===== src/rtl/project_pkg.sv =====
// Shared types for the fetch path: machine word, fetch FSM states and FIFO entry layout.
package project_pkg;

  localparam int unsigned WORD_W = 16;

  typedef logic [WORD_W-1:0] word;

  typedef enum logic [1:0] {
    F_IDLE,
    F_INSTR,
    F_IMM
  } e_fetch_state;

  typedef struct packed {
    word pc;
    word instr;
    word imm;
  } fetch_entry_t;

endpackage


===== src/rtl/instr_fetch_if.sv =====
// Fetch-unit bus bundle: program-memory read port, core-side entry stream and redirect.
interface instr_fetch_if;
  import project_pkg::*;

  logic redirect;
  word  redirect_pc;

  logic out_valid;
  logic out_ready;
  word  out_pc;
  word  out_instr;
  word  out_imm;

  word  mem_addr;
  logic mem_req;
  logic mem_ack;
  word  mem_rd_data;

  // master: the fetch unit; slave: memory plus core
  modport master (
    input  redirect, redirect_pc, out_ready, mem_ack, mem_rd_data,
    output out_valid, out_pc, out_instr, out_imm, mem_addr, mem_req
  );

  modport slave (
    output redirect, redirect_pc, out_ready, mem_ack, mem_rd_data,
    input  out_valid, out_pc, out_instr, out_imm, mem_addr, mem_req
  );

endinterface


===== src/rtl/fetch_fifo.sv =====
// Register-array FIFO of fetch entries with wrapping pointers; flush empties it in one cycle.
module fetch_fifo
  import project_pkg::*;
#(
  parameter int unsigned DEPTH = 4
) (
  input  logic                     clk,
  input  logic                     rst,
  input  logic                     push,
  input  logic                     pop,
  input  logic                     flush,
  input  fetch_entry_t             wdata,
  output fetch_entry_t             rdata,
  output logic [$clog2(DEPTH):0]   count,
  output logic                     full,
  output logic                     empty
);

  localparam int unsigned AW = $clog2(DEPTH);

  fetch_entry_t      mem_q [DEPTH];
  logic [AW-1:0]     wptr_q;
  logic [AW-1:0]     rptr_q;
  logic [AW:0]       count_q;

  always_ff @(posedge clk or negedge rst) begin
    if (!rst) begin
      for (int i = 0; i < DEPTH; i++) begin
        mem_q[i] <= '0;
      end
      wptr_q  <= '0;
      rptr_q  <= '0;
      count_q <= '0;
    end else if (flush) begin
      wptr_q  <= '0;
      rptr_q  <= '0;
      count_q <= '0;
    end else begin
      if (push) begin
        mem_q[wptr_q] <= wdata;
        wptr_q        <= wptr_q + AW'(1);
      end
      if (pop) begin
        rptr_q <= rptr_q + AW'(1);
      end
      count_q <= count_q + {{AW{1'b0}}, push} - {{AW{1'b0}}, pop};
    end
  end

  assign rdata = mem_q[rptr_q];
  assign count = count_q;
  assign full  = (count_q == (AW+1)'(DEPTH));
  assign empty = (count_q == '0);

endmodule


===== src/rtl/instr_fetch.sv =====
// Prefetching two-word instruction fetch unit feeding a small FIFO; redirect flushes and restarts.
// Optional IFETCH_BYPASS_EN: forward the completing entry straight to the core when the FIFO is empty.
module instr_fetch
  import project_pkg::*;
#(
  parameter int unsigned DEPTH    = 4,
  parameter word         RESET_PC = '0
) (
  input logic           clk,
  input logic           rst,
  instr_fetch_if.master bus
);

  localparam int unsigned CW = $clog2(DEPTH) + 1;

  e_fetch_state state_q;
  word          fpc_q;
  word          hold_instr_q;
  word          hold_pc_q;
  logic         mem_req_q;
  word          mem_addr_q;

  fetch_entry_t push_entry;
  fetch_entry_t fifo_rdata;
  logic [CW-1:0] fifo_count;
  logic         fifo_full;
  logic         fifo_empty;
  logic         fifo_pop;
  logic         push;
  logic         imm_ack;
  logic         bypass_take;
  logic [CW:0]  cnt_after;
  logic         space_after;

  assign imm_ack    = (state_q == F_IMM) & bus.mem_ack & ~bus.redirect;
  assign fifo_pop   = ~fifo_empty & bus.out_ready & ~bus.redirect;
  assign push       = imm_ack & ~bypass_take;
  assign push_entry = '{pc: hold_pc_q, instr: hold_instr_q, imm: bus.mem_rd_data};

`ifdef IFETCH_BYPASS_EN
  logic bypass;
  assign bypass         = imm_ack & fifo_empty;
  assign bypass_take    = bypass & bus.out_ready;
  assign bus.out_valid  = bypass | ~fifo_empty;
  assign bus.out_pc     = bypass ? hold_pc_q     : fifo_rdata.pc;
  assign bus.out_instr  = bypass ? hold_instr_q  : fifo_rdata.instr;
  assign bus.out_imm    = bypass ? bus.mem_rd_data : fifo_rdata.imm;
`else
  assign bypass_take    = 1'b0;
  assign bus.out_valid  = ~fifo_empty;
  assign bus.out_pc     = fifo_rdata.pc;
  assign bus.out_instr  = fifo_rdata.instr;
  assign bus.out_imm    = fifo_rdata.imm;
`endif

  // Occupancy once this cycle's push/pop land; decides whether to start the next fetch
  assign cnt_after   = {1'b0, fifo_count} + {{CW{1'b0}}, push} - {{CW{1'b0}}, fifo_pop};
  assign space_after = (cnt_after < (CW+1)'(DEPTH));

  always_ff @(posedge clk or negedge rst) begin
    if (!rst) begin
      state_q      <= F_IDLE;
      fpc_q        <= RESET_PC;
      hold_instr_q <= '0;
      hold_pc_q    <= '0;
      mem_req_q    <= 1'b0;
      mem_addr_q   <= '0;
    end else if (bus.redirect) begin
      state_q   <= F_IDLE;
      fpc_q     <= bus.redirect_pc;
      mem_req_q <= 1'b0;
    end else begin
      unique case (state_q)
        F_IDLE: begin
          if (!fifo_full) begin
            state_q    <= F_INSTR;
            mem_req_q  <= 1'b1;
            mem_addr_q <= fpc_q;
          end
        end
        F_INSTR: begin
          if (bus.mem_ack) begin
            hold_instr_q <= bus.mem_rd_data;
            hold_pc_q    <= fpc_q;
            fpc_q        <= fpc_q + word'(1);
            mem_addr_q   <= fpc_q + word'(1);
            state_q      <= F_IMM;
          end
        end
        F_IMM: begin
          if (bus.mem_ack) begin
            fpc_q <= fpc_q + word'(1);
            if (space_after) begin
              state_q    <= F_INSTR;
              mem_addr_q <= fpc_q + word'(1);
            end else begin
              state_q   <= F_IDLE;
              mem_req_q <= 1'b0;
            end
          end
        end
        default: begin
          state_q   <= F_IDLE;
          mem_req_q <= 1'b0;
        end
      endcase
    end
  end

  assign bus.mem_req  = mem_req_q;
  assign bus.mem_addr = mem_addr_q;

  fetch_fifo #(
    .DEPTH (DEPTH)
  ) u_fifo (
    .clk   (clk),
    .rst   (rst),
    .push  (push),
    .pop   (fifo_pop),
    .flush (bus.redirect),
    .wdata (push_entry),
    .rdata (fifo_rdata),
    .count (fifo_count),
    .full  (fifo_full),
    .empty (fifo_empty)
  );

endmodule


===== src/flat_wrapper.sv =====
// flat-port wrapper written by rule: the top's interface ports become plain ports
module instr_fetch_flat import project_pkg::*;
#(
  parameter int unsigned DEPTH    = 4,
  parameter word         RESET_PC = '0
)
  (clk, rst, bus_redirect, bus_redirect_pc, bus_out_ready, bus_mem_ack, bus_mem_rd_data, bus_out_valid, bus_out_pc, bus_out_instr, bus_out_imm, bus_mem_addr, bus_mem_req);
  instr_fetch_if bus_i ();
  input logic clk;
  input logic rst;
  input wire logic [$bits(bus_i.redirect)-1:0] bus_redirect;
  input wire logic [$bits(bus_i.redirect_pc)-1:0] bus_redirect_pc;
  input wire logic [$bits(bus_i.out_ready)-1:0] bus_out_ready;
  input wire logic [$bits(bus_i.mem_ack)-1:0] bus_mem_ack;
  input wire logic [$bits(bus_i.mem_rd_data)-1:0] bus_mem_rd_data;
  output wire logic [$bits(bus_i.out_valid)-1:0] bus_out_valid;
  output wire logic [$bits(bus_i.out_pc)-1:0] bus_out_pc;
  output wire logic [$bits(bus_i.out_instr)-1:0] bus_out_instr;
  output wire logic [$bits(bus_i.out_imm)-1:0] bus_out_imm;
  output wire logic [$bits(bus_i.mem_addr)-1:0] bus_mem_addr;
  output wire logic [$bits(bus_i.mem_req)-1:0] bus_mem_req;
  assign bus_i.redirect = bus_redirect;
  assign bus_i.redirect_pc = bus_redirect_pc;
  assign bus_i.out_ready = bus_out_ready;
  assign bus_i.mem_ack = bus_mem_ack;
  assign bus_i.mem_rd_data = bus_mem_rd_data;
  assign bus_out_valid = bus_i.out_valid;
  assign bus_out_pc = bus_i.out_pc;
  assign bus_out_instr = bus_i.out_instr;
  assign bus_out_imm = bus_i.out_imm;
  assign bus_mem_addr = bus_i.mem_addr;
  assign bus_mem_req = bus_i.mem_req;
  instr_fetch #(.DEPTH(DEPTH), .RESET_PC(RESET_PC)) u_core (.clk(clk), .rst(rst), .bus(bus_i));
endmodule

===== config.mk =====
export PLATFORM = sky130hd
export DESIGN_NAME = instr_fetch_flat
export DESIGN_NICKNAME = d
export VERILOG_FILES = /design/src/rtl/project_pkg.sv /design/src/rtl/instr_fetch_if.sv /design/src/rtl/fetch_fifo.sv /design/src/rtl/instr_fetch.sv /design/src/flat_wrapper.sv
export SDC_FILE = /design/constraint.sdc
export NUM_CORES = 1
export LEC_CHECK = 0
export ABC_AREA = 1
export CELL_PAD_IN_SITES_DETAIL_PLACEMENT = 1
export CELL_PAD_IN_SITES_GLOBAL_PLACEMENT = 1
export CORE_ASPECT_RATIO = 0.75
export CORE_MARGIN = 2
export CORE_UTILIZATION = 44
export DETAILED_ROUTE_END_ITERATION = 16
export PLACE_DENSITY_LB_ADDON = 0.1
export SYNTH_ARGS = -nofsm -noshare
export SYNTH_HDL_FRONTEND = slang
export SYNTH_HIERARCHICAL = 1
export SYNTH_SLANG_ARGS = --single-unit

===== constraint.sdc =====
create_clock -name clk -period 3.2 [get_ports clk]
set_clock_uncertainty 0.05 [all_clocks]
set_input_delay 0.64 -clock clk [delete_from_list [all_inputs] [get_ports clk]]
set_output_delay 0.64 -clock clk [all_outputs]
set_load 0.01 [all_outputs]

# == Word level (Yosys, flattened, before mapping) ==
# Index checks and enable logic that the tools add are counted.
# Widths: inputs -> output; s select.
# classes
add_sub_neg,7
n_lt_le_gt_ge,4
eq_ne,12
n_mux,29
bitwise,8
reduce_logical,15
# ops
operator,count
$bwmux 192,1
$mux 48,3
$bmux 48 s2,1
$demux 48 s2,1
$mux 16,6
$pmux 16 s3,1
$add 16x1->16 const B,1
$mux 2,8
$ne 3x3->1 const B,4
$ne 2x2->1 const B,4
$reduce_bool 2->1,4
$ge 3x3->1 const B,2
$not 2->3,2
$pmux 2 s3,1
$reduce_and 3->1,2
$reduce_and 6->1,1
$mux 1,5
$add 2x1->2 const B,2
$add 3x1->4,1
$and 1x1->1,4
$lt 4x3->1 const B,1
$reduce_and 2->1,2
$reduce_and 4->1,1
$sub 4x1->4,1
other kinds (15),16
# totals
register_bits,266

# == Longest topological paths before layout ==
# Gate-level depths: netlist of the first run.
# logic_depth
depth_word,10
depth_mapped,19

# == Modules after synthesis ==
# The synthesis of the first run kept the hierarchy.
# modules_own_cells
mod,instances,cells_per_inst,area_per_inst_um2,seq_area_each_um2
fetch_fifo,1,1083,9147.5,4979.8
instr_fetch,1,413,3397.0,1676.6

# == Worst setup path before layout of the first run ==
# Ideal clock, no wire load.
# synth_path
path_type,input to register
start,input port bus_redirect
end,"register u_core.mem_addr_q[15], in the netlist u_core/bus.mem_addr[15]"
arrival_ps,2503
setup_slack_ps,529
cell_stages,16
path_cell_list,clkbuf_1 buf_2 nor2_1 ha_1 inv_1 ha_1 nand2_1 nor2_1 nor2_1 nand2_1 nand2_1 nand2_1 nand3_1 buf_6 nand2_1 nand2_1
# synth_rtl
item,line_no,rtl
"start, declared",flat_wrapper.sv:11,input wire logic [$bits(bus_i.redirect)-1:0] bus_redirect;
$not 1->1 (no line),n/a,
$and 1x1->1,instr_fetch.sv:36,assign fifo_pop = ~fifo_empty & bus.out_ready & ~bus.redirect;
net u_core.fifo_pop,instr_fetch.sv:28,logic fifo_pop;
$sub 4x1->4,instr_fetch.sv:57,"assign cnt_after = {1'b0, fifo_count} + {{CW{1'b0}}, push} - {{CW{1'b0}}, fifo_pop};"
$lt 4x3->1,instr_fetch.sv:58,assign space_after = (cnt_after < (CW+1)'(DEPTH));
$ne 2x1->1 (no line),n/a,
$reduce_and 6->1 (no line),n/a,
"end signal, assigned",instr_fetch.sv:78,mem_addr_q <= fpc_q;
"end signal, assigned",instr_fetch.sv:86,mem_addr_q <= fpc_q + word'(1);
"end signal, assigned",instr_fetch.sv:95,mem_addr_q <= fpc_q + word'(1);
"end, declared",instr_fetch.sv:21,word mem_addr_q;
# The timed path passes the listed nets, and every way through them passes these cells.
# A chain may end at the register's enable or synchronous reset.

# == Final worst setup path of the first run ==
# layout_path
start,register u_core.u_fifo.rptr_q[0]
end,output port bus_out_instr[11]
# layout_between
elab_chain_cells,4
# layout_lines
item,line_no,rtl
"start, declared",fetch_fifo.sv:23,logic [AW-1:0] rptr_q;
"start signal, assigned",fetch_fifo.sv:44,rptr_q <= rptr_q + AW'(1);
$not 2->3 (implied by the code),fetch_fifo.sv:50,assign rdata = mem_q[rptr_q];
$bmux 48 s2,fetch_fifo.sv:50,
$mux 48 (implied by the code) (2 in a row),fetch_fifo.sv:50,
"end, declared",flat_wrapper.sv:18,output wire logic [$bits(bus_i.out_instr)-1:0] bus_out_instr;
# Every way passes these cells. The select of a mux whose other input is x is not followed.

==> impl_metrics.env, run 1 <==
export IMPL_dr_total_vias=10200
export IMPL_routed_wl_um=34100
export IMPL_post_cts_buffers=0
export IMPL_dpl_cell_count=1925
export IMPL_synthDominantCellAreaShare_pct=53.1
export IMPL_synth_cell_type_count=30
export IMPL_p_per_area_mw_per_mm2=808
export IMPL_synth_top_area_cell="dfrtp_1"
export IMPL_wl_per_cell_um=17.3
export IMPL_yosysSeqAreaShare_pct=53.1
export IMPL_antenna_found_initial=0
export IMPL_leakagePower_nw=7.39
export IMPL_slew_viol_final=0
export IMPL_hold_class="primary input to async pin"
export IMPL_postCtsHoldBufs=0
export IMPL_crit_family="buffers and inverters"
export IMPL_clk_latency_ns=0.54
export IMPL_drtIter0Drc=567
export IMPL_grt_pass1_wl_um=56300
export IMPL_die_x_um=199
export IMPL_pin_count=103
export IMPL_ys_ff_latch=266
export IMPL_drcViolationCount=0
export IMPL_yosysWarnings=6
export IMPL_synth_area_per_cell_um2=8.39
export IMPL_drive_gt1_share_pct=6.41
export IMPL_finalSetupViolations=0
export IMPL_rsz0062_at_grt="yes"
export IMPL_cts_buffer_depth=3
export IMPL_first_pass_iters=5
export IMPL_cts_sinks=266
export IMPL_timing_fmax_ghz=0.322
export IMPL_grt_pass1_vias=10500
export IMPL_critPathMaxFanout=63
export IMPL_area_growth_pct=18.4
export IMPL_slowest_stage="clkdlybuf4s50_1"
export IMPL_antenna_left=0
export IMPL_cts_made_buffers=28
export IMPL_dieArea_mm2=0.0299
export IMPL_syn_num_nets=1549
export IMPL_final_nets=1623
export IMPL_synth_area_leaders="dfrtp_1, nand2_1, o21ai_0, o211ai_1, inv_1"
export IMPL_diodes=0
export IMPL_maxCapViolations=0
export IMPL_cp_start_kind="flop"
export IMPL_critPathCaptureType="output pin"
export IMPL_crit_required_ns=2.51
export IMPL_tightestPinTransition_ns=1.02
export IMPL_port_buffers=102
export IMPL_hpwl_um=22200
export IMPL_cts_resized=0
export IMPL_cts_tree="yes"
export IMPL_power_total_mw=12.0
export IMPL_fin_crit_sh_pct=97.1
export IMPL_grt_use_total_pct=23.6
export IMPL_crit_chain="inv_6 > buf_12 > o211ai_1 > nand2_1 > clkdlybuf4s50_1"
export IMPL_cp_num_buf_inv=3
export IMPL_cp_arrival_ns=2.42
export IMPL_hold_violations=0
export IMPL_via_per_inst=5.15
export IMPL_critical_path_class="flop to output pin"
export IMPL_whs_ns=0.0386
export IMPL_grt_max_degree=97
export IMPL_overflow=0
export IMPL_relSlewSlack_pct=31.4
export IMPL_cts_root_buf="clkbuf_16"
export IMPL_cts_htree_levels=1
export IMPL_ir_drop_uv=404
export IMPL_start_util_pct=44.7
export IMPL_cts_clk_slew_worst_paths_ns=0.06
export IMPL_r2r_slack_ns=0.53
export IMPL_synthCells=1496
export IMPL_fill_cells=3331
export IMPL_slowest_delay_ns=0.57
export IMPL_rows=53
export IMPL_status="finished clean"
export IMPL_core_area_mm2=0.0281
export IMPL_die_height_um=150
export IMPL_final_cells=1977
export IMPL_syn_area_mm2=0.0125
export IMPL_min_period_ns=3.11
export IMPL_routabilityCongestion=0.829
[Yosys cell counts]
| library cell | count |
|---|---|
| o21bai_1 | 2 |
| buf_6 | 18 |
| nor2_2 | 2 |
| fa_1 | 1 |
| inv_2 | 2 |
| a21oi_4 | 1 |
| buf_4 | 4 |
| clkbuf_1 | 32 |
| nor2_1 | 30 |
| o211ai_1 | 108 |
| buf_1 | 2 |
| nor3_1 | 2 |
| xor2_1 | 3 |
| nand2_1 | 504 |
| o21ai_1 | 28 |
| nand3b_1 | 1 |
| mux2_2 | 16 |
| nand2_2 | 1 |
| buf_2 | 29 |
| o21ai_0 | 200 |
| nor2_4 | 1 |
| a221oi_1 | 1 |
| a21oi_1 | 4 |
| nand4_1 | 4 |
| dfrtp_1 | 266 |
| nand3_1 | 27 |
| ha_1 | 15 |
| inv_1 | 189 |
| o221ai_1 | 2 |
| nand3_2 | 1 |
[placed cells by master (no fill, tap or decap), types with 4 or more instances in the layout]
cell type / count
clkdlybuf4s50_1: 101
nand3_1: 27
clkinv_2: 5
o211ai_1: 108
nand2_2: 5
nand2_1: 499
o21ai_1: 28
nand4_1: 4
o21ai_0: 200
ha_1: 15
a21oi_1: 4
clkbuf_16: 29
clkbuf_1: 9
clkbuf_8: 6
mux2_2: 16
dfrtp_1: 265
buf_12: 8
inv_1: 188
nor2_1: 30
buf_4: 17
[worst paths after layout]
kind | cells after the start | start | end
max in group asynchronous | 2 | rst | u_core/u_fifo/mem_q[105]
min in group clk | 2 | u_core/bus.mem_addr[13] | u_core/bus.mem_addr[13]
worst min register to register | 2 | u_core/bus.mem_addr[13] | u_core/bus.mem_addr[13]
worst min-delay path | 1 | rst | u_core/u_fifo/count[1]
worst max-delay path | 5 | u_core/u_fifo/rptr_q[0] | bus_out_instr[11]
worst max register to register | 13 | u_core/state_q[0] | u_core/bus.mem_addr[15]
[metal layers]
layer,vias to the layer above,global-route usage (%),part of all wire [%]
met4,0,3.99,1.2
met2,127,37.6,45
met5,-,0,0
met1,5078,35.4,51
li1,4955,-,-
met3,30,2.51,2.5
[power by group]
group          switching, mW  total (mW)  internal [mW]
clock                   1.34        3.38           2.04
combinational           2.38        4.16           1.77
sequential             0.457        4.46           4.01
[logic make-up after synthesis]
group,count (synthesis),share of synthesized area (%)
simple gates,573,17.7
compound gates,346,16.2
buf+inv,276,9.74
flops,266,53.1
mux,16,1.44
fa+ha+maj,16,1.66
xor+xnor,3,0.209
[worst reg2reg max path, cell delays in order, from the launching register on]
cell and delay (ns):
dfrtp_1 0.42, inv_1 0.12, ha_1 0.34, nand2_1 0.13, ha_1 0.20, inv_1 0.06
ha_1 0.22, nand2_1 0.09, o21bai_1 0.07, nand2_1 0.08, nand2_1 0.12, a21oi_4 0.45
nand3_1 0.16, nand2_1 0.10
[cell type report]
cell class	count	area (um2)	share of cell area, %
flip-flops and latches	266	6660	44.8
clock buffers	44	842	5.67
multi-input cells	954	4680	31.5
repair buffers	129	1350	9.11
well taps	385	482	3.24
inverters	191	722	4.86
clock inverters	8	115	0.775
[registers in the layout (all words and copies together) (netlist names)]
| signal | count |
|---|---|
| u_core/bus.mem_addr | 16 |
| u_core/bus.mem_req | 1 |
| u_core/fpc_q | 16 |
| u_core/hold_instr_q | 16 |
| u_core/hold_pc_q | 16 |
| u_core/state_q | 2 |
| u_core/u_fifo/count | 3 |
| u_core/u_fifo/mem_q | 192 |
| u_core/u_fifo/rptr_q | 2 |
| u_core/u_fifo/wptr_q | 2 |
[per-stage QoR]
stage / utilization [%] / setup slack, ns / cell area (um2) / TNS, ns
2_1_floorplan: - / 0.529 / 12500 / 0
3_3_place_gp: 49.5 / 0.248 / 13900 / 0
3_5_place_dp: 49.5 / 0.118 / 13900 / 0
4_1_cts: 52.9 / 0.0342 / 14800 / 0
5_1_grt: 53.0 / -0.0145 / 14900 / -0.0145
6_report: 53.0 / 0.0923 / 14900 / 0
(Power assumes the default switching activity.)
==> run 2: changes to the inputs <==
--- a/config.mk
+++ b/config.mk
@@ -13,6 +13,7 @@
 export CORE_UTILIZATION = 44
 export DETAILED_ROUTE_END_ITERATION = 16
 export PLACE_DENSITY_LB_ADDON = 0.1
+export SKIP_LAST_GASP = 1
 export SYNTH_ARGS = -nofsm -noshare
 export SYNTH_HDL_FRONTEND = slang
 export SYNTH_HIERARCHICAL = 1
==> results of run 2 <==
Final layout, timing and power as in run 1 (identical DEF).
==> run 3: changes to the inputs <==
--- a/config.mk
+++ b/config.mk
@@ -9,7 +9,6 @@
 export CELL_PAD_IN_SITES_DETAIL_PLACEMENT = 1
 export CELL_PAD_IN_SITES_GLOBAL_PLACEMENT = 1
 export CORE_ASPECT_RATIO = 0.75
-export CORE_MARGIN = 2
 export CORE_UTILIZATION = 44
 export DETAILED_ROUTE_END_ITERATION = 16
 export PLACE_DENSITY_LB_ADDON = 0.1
==> run 3 against run 2 <==
  * Sequential power about the same
  * Clock-buffer cell count decreased by 7
  * Register-to-register slack about the same
  * Power increased by 2.5%
  * Worst setup slack improved by 0.053 ns
  * Hold slack got worse by 0.038 ns
  * Largest power group unchanged
  * Critical path depth unchanged
  * Utilization increased by 0.30 points
  * Highest routed layer is now met5
  * Via count decreased by 0.11%
==> impl_metrics.env, run 3 (synthesis results as in run 1) <==
export IMPL_status="finished clean"
export IMPL_routed_wl_um=33900
export IMPL_area_growth_pct=19.1
export IMPL_ir_drop_uv=446
export IMPL_fin_crit_sh_pct=95.5
export IMPL_dr_total_vias=10200
export IMPL_grt_pass1_vias=10500
export IMPL_antenna_left=0
export IMPL_cp_num_buf_inv=3
export IMPL_critical_path_class="flop to output pin"
export IMPL_critPathMaxFanout=19
export IMPL_cts_sinks=266
export IMPL_crit_required_ns=2.51
export IMPL_drcViolationCount=0
export IMPL_overflow=0
export IMPL_die_height_um=148
export IMPL_grt_use_total_pct=23.9
export IMPL_cts_buffer_depth=3
export IMPL_clockPowerShare_pct=30.5
export IMPL_r2r_slack_ns=0.54
export IMPL_p_per_area_mw_per_mm2=824
export IMPL_critPathCaptureType="output pin"
export IMPL_start_util_pct=44.7
export IMPL_timing_fmax_ghz=0.327
export IMPL_leakagePower_nw=7.44
export IMPL_intPower_mw=8.14
export IMPL_cts_tree="yes"
export IMPL_cts_root_buf="clkbuf_16"
export IMPL_layout_common_cells="nand2_1, dfrtp_1, o21ai_0"
export IMPL_cts_made_buffers=28
export IMPL_via_per_inst=5.15
export IMPL_hold_violations=0
export IMPL_maxCapViolations=0
export IMPL_slowest_delay_ns=0.58
export IMPL_slew_viol_final=0
export IMPL_crit_chain="inv_2 > buf_12 > o211ai_1 > nand2_1 > clkdlybuf4s50_1"
export IMPL_dpl_cell_count=1923
export IMPL_cp_arrival_ns=2.37
export IMPL_clk_latency_ns=0.54
export IMPL_drive_gt1_share_pct=6.79
export IMPL_port_buffers=102
export IMPL_core_area_mm2=0.0281
export IMPL_final_nets=1621
export IMPL_rsz0062_at_grt="no"
export IMPL_routabilityCongestion=0.823
export IMPL_share_comb_of_total_power_pct=33.5
export IMPL_cp_start_kind="flop"
export IMPL_relSlewSlack_pct=31.6
export IMPL_tightestPinTransition_ns=1.02
export IMPL_largest_register="u_core/u_fifo/mem_q"
export IMPL_diodes=0
export IMPL_r2r_start="u_core/state_q[0]"
export IMPL_wl_per_cell_um=17.2
export IMPL_rows=53
export IMPL_hpwl_um=21700
export IMPL_crit_family="buffers and inverters"
export IMPL_fin_tns_setup_ns=0
export IMPL_antenna_found_initial=2
export IMPL_dieArea_mm2=0.0292
export IMPL_min_period_ns=3.06
export IMPL_drtIter0Drc=584
export IMPL_mostFrequentLayoutCell="nand2_1"
export IMPL_pin_count=103
export IMPL_largest_register_ffs=192
export IMPL_post_cts_buffers=0
export IMPL_r2r_end="u_core/bus.mem_addr[0]"
export IMPL_cts_clk_slew_worst_paths_ns=0.07
export IMPL_grt_max_degree=90
export IMPL_final_cells=1975
export IMPL_die_x_um=197
export IMPL_grt_pass1_wl_um=56200
export IMPL_finalSetupViolations=0
export IMPL_power_frac_seq_pct=36.1
export IMPL_hold_class="primary input to async pin"
export IMPL_switching_power_mw=4.17
export IMPL_cts_htree_levels=1
export IMPL_netSwitchingFraction_pct=33.9
export IMPL_first_pass_iters=5
export IMPL_ff2ff_path_depth=13
export IMPL_slowest_stage="clkdlybuf4s50_1"
==> run 3: area by class of cell <==
type	instances	area [um2]
Clock inverter	15	254
Clock buffer	37	826
Tap cell	385	482
Multi-Input combinational cell	954	4680
Sequential cell	266	6660
Fill cell	3315	13100
Timing Repair Buffer	127	1320
Inverter	191	719
==> run 3: timing repair <==
item	CTS	global route
setup endpoints to repair	0	8
gates resized for setup	0	1
hold endpoints to repair	0	0
hold buffers	0	0
==> run 3: worst register-to-register path, cell delays in order (launching register included) <==
cell      delay (ns)
dfrtp_1         0.43
inv_1           0.12
ha_1            0.35
nand2_1         0.14
ha_1            0.20
inv_1           0.05
ha_1            0.21
nand2_1         0.08
o21bai_1        0.07
nand2_1         0.08
nand2_1         0.13
a21oi_4         0.43
o21ai_0         0.19
nand2_1         0.09
==> run 3: worst max path at each step <==
stage,start,end,slack [ns],depth (start not counted)
4_1_cts,u_core/u_fifo/rptr_q[1],bus_out_instr[1],0.01,4
5_1_grt,u_core/u_fifo/rptr_q[0],bus_out_pc[0],0.02,6
2_1_floorplan,bus_redirect,u_core/bus.mem_addr[15],0.53,16
6_report,u_core/u_fifo/rptr_q[1],bus_out_instr[9],0.14,5
3_3_place_gp,bus_mem_ack,u_core/bus.mem_addr[0],0.23,14
3_5_place_dp,bus_mem_ack,u_core/bus.mem_addr[0],0.08,14
==> run 3: stage by stage <==
stage	util [%]	hold WS (ns)	instance area (um2)	power, mW	setup slack, ns
floorplan	-	0.294	12500	6.72	0.529
global placement	49.4	0.407	13900	8.46	0.232
detailed placement	49.4	0.415	13900	8.60	0.0783
CTS	53.2	0.0220	14900	12.4	0.0145
global route	53.3	0.0368	14900	13.1	0.0246
finish	53.3	0.000888	14900	12.3	0.145
==> run 3: metal layers <==
layer	global-route usage, %	up-vias	share of wire, %
met5	0	-	0.038
met4	4.81	2	1.7
met3	2.52	39	2.9
met2	37.9	143	45
met1	35.7	5047	51
li1	-	4948	-
==> run 3: power groups by stage <==
| stage | sequential, mW | combinational, mW | clock (mW) |
|---|---|---|---|
| 2_1_floorplan | 4.39 | 2.33 | 0 |
| 6_report | 4.44 | 4.12 | 3.75 |
| 4_1_cts | 4.44 | 4.17 | 3.84 |
| 3_5_place_dp | 4.48 | 4.12 | 0 |
| 3_3_place_gp | 4.46 | 4.00 | 0 |
| 5_1_grt | 4.52 | 4.60 | 3.95 |
